File: config.mk
export PLATFORM = sky130hd
export DESIGN_NAME = core_data_bridge
export DESIGN_NICKNAME = d
export VERILOG_FILES = /design/src/rtl/pinaipple_pkg.sv /design/src/rtl/addr_decoder.sv /design/src/rtl/core_data_bridge.sv
export SDC_FILE = /design/constraint.sdc
export NUM_CORES = 1
export LEC_CHECK = 0
export ABC_AREA = 1
export CORE_MARGIN = 2
export CORE_UTILIZATION = 34
export DETAILED_ROUTE_END_ITERATION = 16
export PLACE_DENSITY = 0.87
export SLEW_MARGIN = 10
export SYNTH_ARGS = -nofsm -noshare
export SYNTH_HDL_FRONTEND = slang
export SYNTH_HIERARCHICAL = 1
export SYNTH_SLANG_ARGS = --single-unit
File: constraint.sdc
create_clock -name clk_i -period 3.3 [get_ports clk_i]
set_clock_uncertainty 0.05 [all_clocks]
set_input_delay 0.825 -clock clk_i [delete_from_list [all_inputs] [get_ports clk_i]]
set_output_delay 0.825 -clock clk_i [all_outputs]
set_load 0.01 [all_outputs]
File: src/rtl/pinaipple_pkg.sv
// pinaipple_pkg: memory-map regions, region/response enums and the shared address decode helper
package pinaipple_pkg;
    typedef enum logic [2:0] {REG_RAM, REG_GPIO, REG_UART, REG_TIMER, REG_NONE} region_e;
    typedef enum logic {S_IDLE, S_ERR_RESP} resp_state_e;
    localparam logic [31:0] RAM_START   = 32'h0010_0000;
    localparam logic [31:0] RAM_SIZE    = 32'h0001_0000;
    localparam logic [31:0] RAM_MASK    = ~(RAM_SIZE - 32'd1);
    localparam logic [31:0] GPIO_START  = 32'h8000_0000;
    localparam logic [31:0] GPIO_SIZE   = 32'h0000_1000;
    localparam logic [31:0] GPIO_MASK   = ~(GPIO_SIZE - 32'd1);
    localparam logic [31:0] UART_START  = 32'h8000_1000;
    localparam logic [31:0] UART_SIZE   = 32'h0000_1000;
    localparam logic [31:0] UART_MASK   = ~(UART_SIZE - 32'd1);
    localparam logic [31:0] TIMER_START = 32'h8000_2000;
    localparam logic [31:0] TIMER_SIZE  = 32'h0000_1000;
    localparam logic [31:0] TIMER_MASK  = ~(TIMER_SIZE - 32'd1);

    function automatic region_e decode_region(input logic [31:0] addr);
        return ((addr & RAM_MASK) == RAM_START)     ? REG_RAM   :
               ((addr & GPIO_MASK) == GPIO_START)   ? REG_GPIO  :
               ((addr & UART_MASK) == UART_START)   ? REG_UART  :
               ((addr & TIMER_MASK) == TIMER_START) ? REG_TIMER : REG_NONE;
    endfunction
endpackage

File: src/rtl/addr_decoder.sv
// addr_decoder: combinational core address to region lookup
module addr_decoder
    import pinaipple_pkg::*;
#(
    parameter int AddrWidth = 32
) (
    input  logic [AddrWidth-1:0] addr_i,
    output logic                 mapped_o,
    output region_e              region_o
);
    assign region_o = decode_region(32'(addr_i));
    assign mapped_o = region_o != REG_NONE;
endmodule

File: src/rtl/core_data_bridge.sv
// core_data_bridge: forwards mapped core data requests to the interconnect, tracks outstanding
// responses and answers unmapped requests locally with an in-order error response
module core_data_bridge
    import pinaipple_pkg::*;
#(
    parameter int DataWidth      = 32,
    parameter int AddrWidth      = 32,
    parameter int MaxOutstanding = 2
) (
    input  logic                   clk_i,
    input  logic                   rst_i,
    input  logic                   core_req_i,
    output logic                   core_gnt_o,
    input  logic [AddrWidth-1:0]   core_addr_i,
    input  logic                   core_we_i,
    input  logic [DataWidth/8-1:0] core_be_i,
    input  logic [DataWidth-1:0]   core_wdata_i,
    output logic                   core_rvalid_o,
    output logic [DataWidth-1:0]   core_rdata_o,
    output logic                   core_err_o,
    output logic                   net_req_valid_o,
    input  logic                   net_req_ready_i,
    output logic [AddrWidth-1:0]   net_tgt_addr_o,
    output logic                   net_wen_o,
    output logic [DataWidth/8-1:0] net_be_o,
    output logic [DataWidth-1:0]   net_wdata_o,
    input  logic                   net_resp_valid_i,
    output logic                   net_resp_ready_o,
    input  logic [DataWidth-1:0]   net_resp_rdata_i,
    output logic                   proto_err_o
);
    localparam int CntW = $clog2(MaxOutstanding + 1);
    localparam logic [CntW-1:0] CntMax = CntW'(MaxOutstanding);

    logic                 mapped, idle, fwd_gnt, err_gnt, resp_acc;
    region_e              region;
    logic [CntW-1:0]      cnt_q, cnt_d;
    resp_state_e          state_q, state_d;
    logic                 rvalid_q, rvalid_d, proto_q, proto_d;
    logic [DataWidth-1:0] rdata_q, rdata_d;

    addr_decoder #(.AddrWidth(AddrWidth)) u_dec (
        .addr_i  (core_addr_i),
        .mapped_o(mapped),
        .region_o(region)
    );

    // A pending error response blocks forwarding too, so the interconnect never sees an ungranted request
    assign idle            = state_q == S_IDLE;
    assign net_req_valid_o = core_req_i & mapped & (cnt_q < CntMax) & idle;
    assign fwd_gnt         = net_req_valid_o & net_req_ready_i;
    assign err_gnt         = core_req_i & (region == REG_NONE) & (cnt_q == '0) & idle;
    assign resp_acc        = net_resp_valid_i & (cnt_q != '0);
    assign core_gnt_o      = fwd_gnt | err_gnt;
    assign net_tgt_addr_o  = core_addr_i;
    assign net_wen_o       = core_we_i;
    assign net_be_o        = core_be_i;
    assign net_wdata_o     = core_wdata_i;
    assign net_resp_ready_o = 1'b1;
    assign core_rvalid_o   = rvalid_q;
    assign core_rdata_o    = rdata_q;
    assign core_err_o      = ~idle;
    assign proto_err_o     = proto_q;

    always_comb begin
        cnt_d    = cnt_q + CntW'(fwd_gnt) - CntW'(resp_acc);
        state_d  = (idle && err_gnt) ? S_ERR_RESP : S_IDLE;
        rvalid_d = resp_acc | err_gnt;
        rdata_d  = resp_acc ? net_resp_rdata_i : err_gnt ? '0 : rdata_q;
        proto_d  = proto_q | (net_resp_valid_i & (cnt_q == '0));
    end

    always_ff @(posedge clk_i or posedge rst_i) begin
        if (rst_i) begin
            cnt_q    <= '0;
            state_q  <= S_IDLE;
            rvalid_q <= 1'b0;
            rdata_q  <= '0;
            proto_q  <= 1'b0;
        end else begin
            cnt_q    <= cnt_d;
            state_q  <= state_d;
            rvalid_q <= rvalid_d;
            rdata_q  <= rdata_d;
            proto_q  <= proto_d;
        end
    end
endmodule

==> results_dict.tcl <==
set metrics [dict create \
    status "complete, no violations" \
    critPathCaptureType "output pin" \
    vias 1959 \
    antenna_left 0 \
    crit_start "core_addr_i[31]" \
    syn-cell-area_um2 2350 \
    drive_gt1_frac 0.125 \
    cts-buffers-inserted 5 \
    period_needed_ps 3180 \
    io_pins 213 \
    clk_path_buf_depth 2 \
    grt.met2_usage 0.255 \
    reg2reg_depth 8 \
    critPathLaunchType "input pin" \
    cts_sinks 37 \
    clk_latency_ps 270 \
    grt_pass1_wl_um 8700 \
    timing.rr.start "cnt_q[1]" \
    whs_ps 441 \
    row_count 30 \
    grt_max_degree 38 \
    regToRegEndpoint "cnt_q[1]" \
    hold_buffers 0 \
    path_class "input pin to output pin" \
    dp_cells 416 \
    rrSetupSlack_ps 1330 \
    wire_per_inst_um 13.3 \
    port_buffers 113 \
    power_density_nw_per_um2 690 \
    synth_area_leader_cell "dfrtp_1" \
    grt_pass1_vias 1992 \
    start_util 0.348 \
    dr.pass1.iters 4 \
    tritoncts "built" \
    yosys.cell_types.count 22 \
    cap_violations 0 \
    synth_edf_count 0 \
    arrival_ps 2300 \
    die-area_um2 7600 \
    place_hpwl_um 4230 \
    yosys.cell_count.top_type "nand2_1" \
    synth_commonest_cells "nand2_1, buf_4, dfrtp_1" \
    drc 0 \
    syn-instance-count 295 \
    place_congestion 0.811 \
    antenna_found_initial 0 \
    fin_crit_sh 0.963 \
    busiest_layer "met2" \
    path_common_cell "nand2_1" \
    finalSetupViolations 0 \
    viasPerCell 4.62 \
    crit_required_ps 2420 \
    critPathTopFamily "buffers and inverters" \
    fmax_ghz 0.315 \
    seq_area_frac_synth 0.393 \
    track_usage 0.145 \
    met3_usage 0.0664 \
    cts-root-buf "clkbuf_8" \
    drv_slew 0 \
    path_clk_slew_ps 70 \
    crit_fanout 4 \
    holdPathEnd "proto_err_o" \
    finalHoldViolCount 0 \
    htreeDepth 2 \
    ys_warn_count 6 \
    drt_iter0_drc 43 \
    core_area_um2 6760 \
    holdCritPathClass "register to register" \
    min_from "proto_err_o" \
    fp.dieH_um 87.2 \
    slowest_stage "clkdlybuf4s50_1" \
    synth-seq-cells 37 \
    synth-main-ff-cell "dfrtp_1" \
    syn-mean-instance-area_um2 7.98 \
    synthTopCellsByArea "dfrtp_1, buf_4, nand2_1" \
    routed_wl_um 5620 \
    synthArstFlopShare 1.00 \
    vdd_drop_max_v 0.000426 \
    syn-num-nets 403 \
    grt_setup_unrepaired "no" \
    worstPathCellList "clkdlybuf4s50_1 > nand2_1 > nor3_2 > nand2_1 > nor2_2 > buf_4 > nor2_1 > nand2_2 > nand2_1 > buf_2" \
    fin_cells 424 \
    yosys.area.top_type_share 0.393 \
    nNetsFinal 451 \
    antennaDiodeCount 0 \
    path_buf_inv 3 \
    die_x_um 87.2 \
    grt-ovfl-total 0 \
    leakage_nw 1.54 \
    min_path_cells 1 \
    grtUsageMet1 0.148 \
    max_stage_delay_ps 530 \
    area_growth_pct 33.8 \
]
cells by family after synthesis:
| logic type | synth area share |
|---|---|
| AOI/OAI and AO/OA | 0.00585 |
| DFF | 0.393 |
| adders and majority gates | 0.0106 |
| other | 0.00159 |
| buffers and inverters | 0.291 |
| and+or+nand+nor | 0.290 |
| xor gates and xnor gates | 0.00744 |
report_power, final:
group | leakage [nW] | switching (W) | internal (W) | total, W
Sequential | 0.457 | 0.000114 | 0.000661 | 0.000775
Combinational | 1.03 | 0.000494 | 0.000548 | 0.00104
Clock | 0.0549 | 0.000161 | 0.000193 | 0.000354
state kept, by name (all words and copies together) (netlist names):
register       count
core_err_o         1
cnt_q              2
proto_err_o        1
core_rdata_o      32
core_rvalid_o      1
worst max path at each step:
stage                     slack, ps  depth (start not counted)         endpoint
after floorplan                 610                         11       core_gnt_o
after global placement         -280                         12       core_gnt_o
after detailed placement       -320                         10       core_gnt_o
after CTS                         3                         10  net_req_valid_o
after global routing              4                         10       core_gnt_o
final                           120                         10       core_gnt_o
worst register-to-register path, cell delays in order (launching register included):
cell,delay (ps)
dfrtp_1,400
inv_2,100
nand2_2,80
nand2_4,310
inv_4,230
ha_1,340
inv_1,40
ha_1,190
xnor2_1,120
cell type report:
class,instances,area [um^2]
Clock inverter,1,8.76
Tap cell,80,100
Timing Repair Buffer,120,1180
Multi-Input combinational cell,161,762
Fill cell,661,3610
Sequential cell,37,926
Inverter,18,70.1
Clock buffer,7,96.3
through the flow:
step | setup TNS (ps) | area (um^2) | power, W | setup WS, ps | util
after global routing | 0 | 3150 | 0.00233 | 3.84 | 0.466
after global placement | -525 | 3020 | 0.00180 | -278 | 0.447
after CTS | 0 | 3130 | 0.00221 | 2.73 | 0.463
after detailed placement | -605 | 3020 | 0.00184 | -318 | 0.447
final | 0 | 3150 | 0.00217 | 124 | 0.466
after floorplan | 0 | 2350 | 0.00136 | 606 | -
metal layers:
layer  up-vias  routed length [um]
met5         -                   0
li1        936                   -
met1       902                2050
met4         0                  86
met3        18                 581
met2       103                2900
cell usage in the layout, fill, tap and decap left out:
| master | n |
|---|---|
| inv_4 | 1 |
| nor2_2 | 10 |
| inv_6 | 1 |
| xnor2_1 | 2 |
| clkbuf_8 | 7 |
| nand3_1 | 35 |
| nor2_4 | 2 |
| dlygate4sd2_1 | 1 |
| nor2_1 | 12 |
| conb_1 | 1 |
| buf_4 | 7 |
| clkdlybuf4s50_1 | 105 |
| dlymetal6s2s_1 | 5 |
| nor3_2 | 1 |
| nand2_1 | 85 |
| dfrtp_1 | 37 |
| nand4_1 | 1 |
| a21oi_1 | 1 |
| nand2_4 | 1 |
| nand3_2 | 2 |
| clkbuf_2 | 1 |
| inv_1 | 13 |
| nand2_2 | 4 |
| buf_2 | 1 |
| inv_2 | 4 |
| a31o_2 | 1 |
| ha_1 | 2 |
| nor3_1 | 1 |
timing repair:
| action | CTS | global route |
|---|---|---|
| pin swaps | 0 | 10 |
| buffers inserted | 0 | 0 |
| gates cloned | 0 | 0 |
| hold endpoints to repair | 0 | 0 |
| gates resized for setup | 6 | 14 |
| endpoints found under the setup margin | 2 | 2 |
Note: power is estimated with default switching activity, not from simulation.
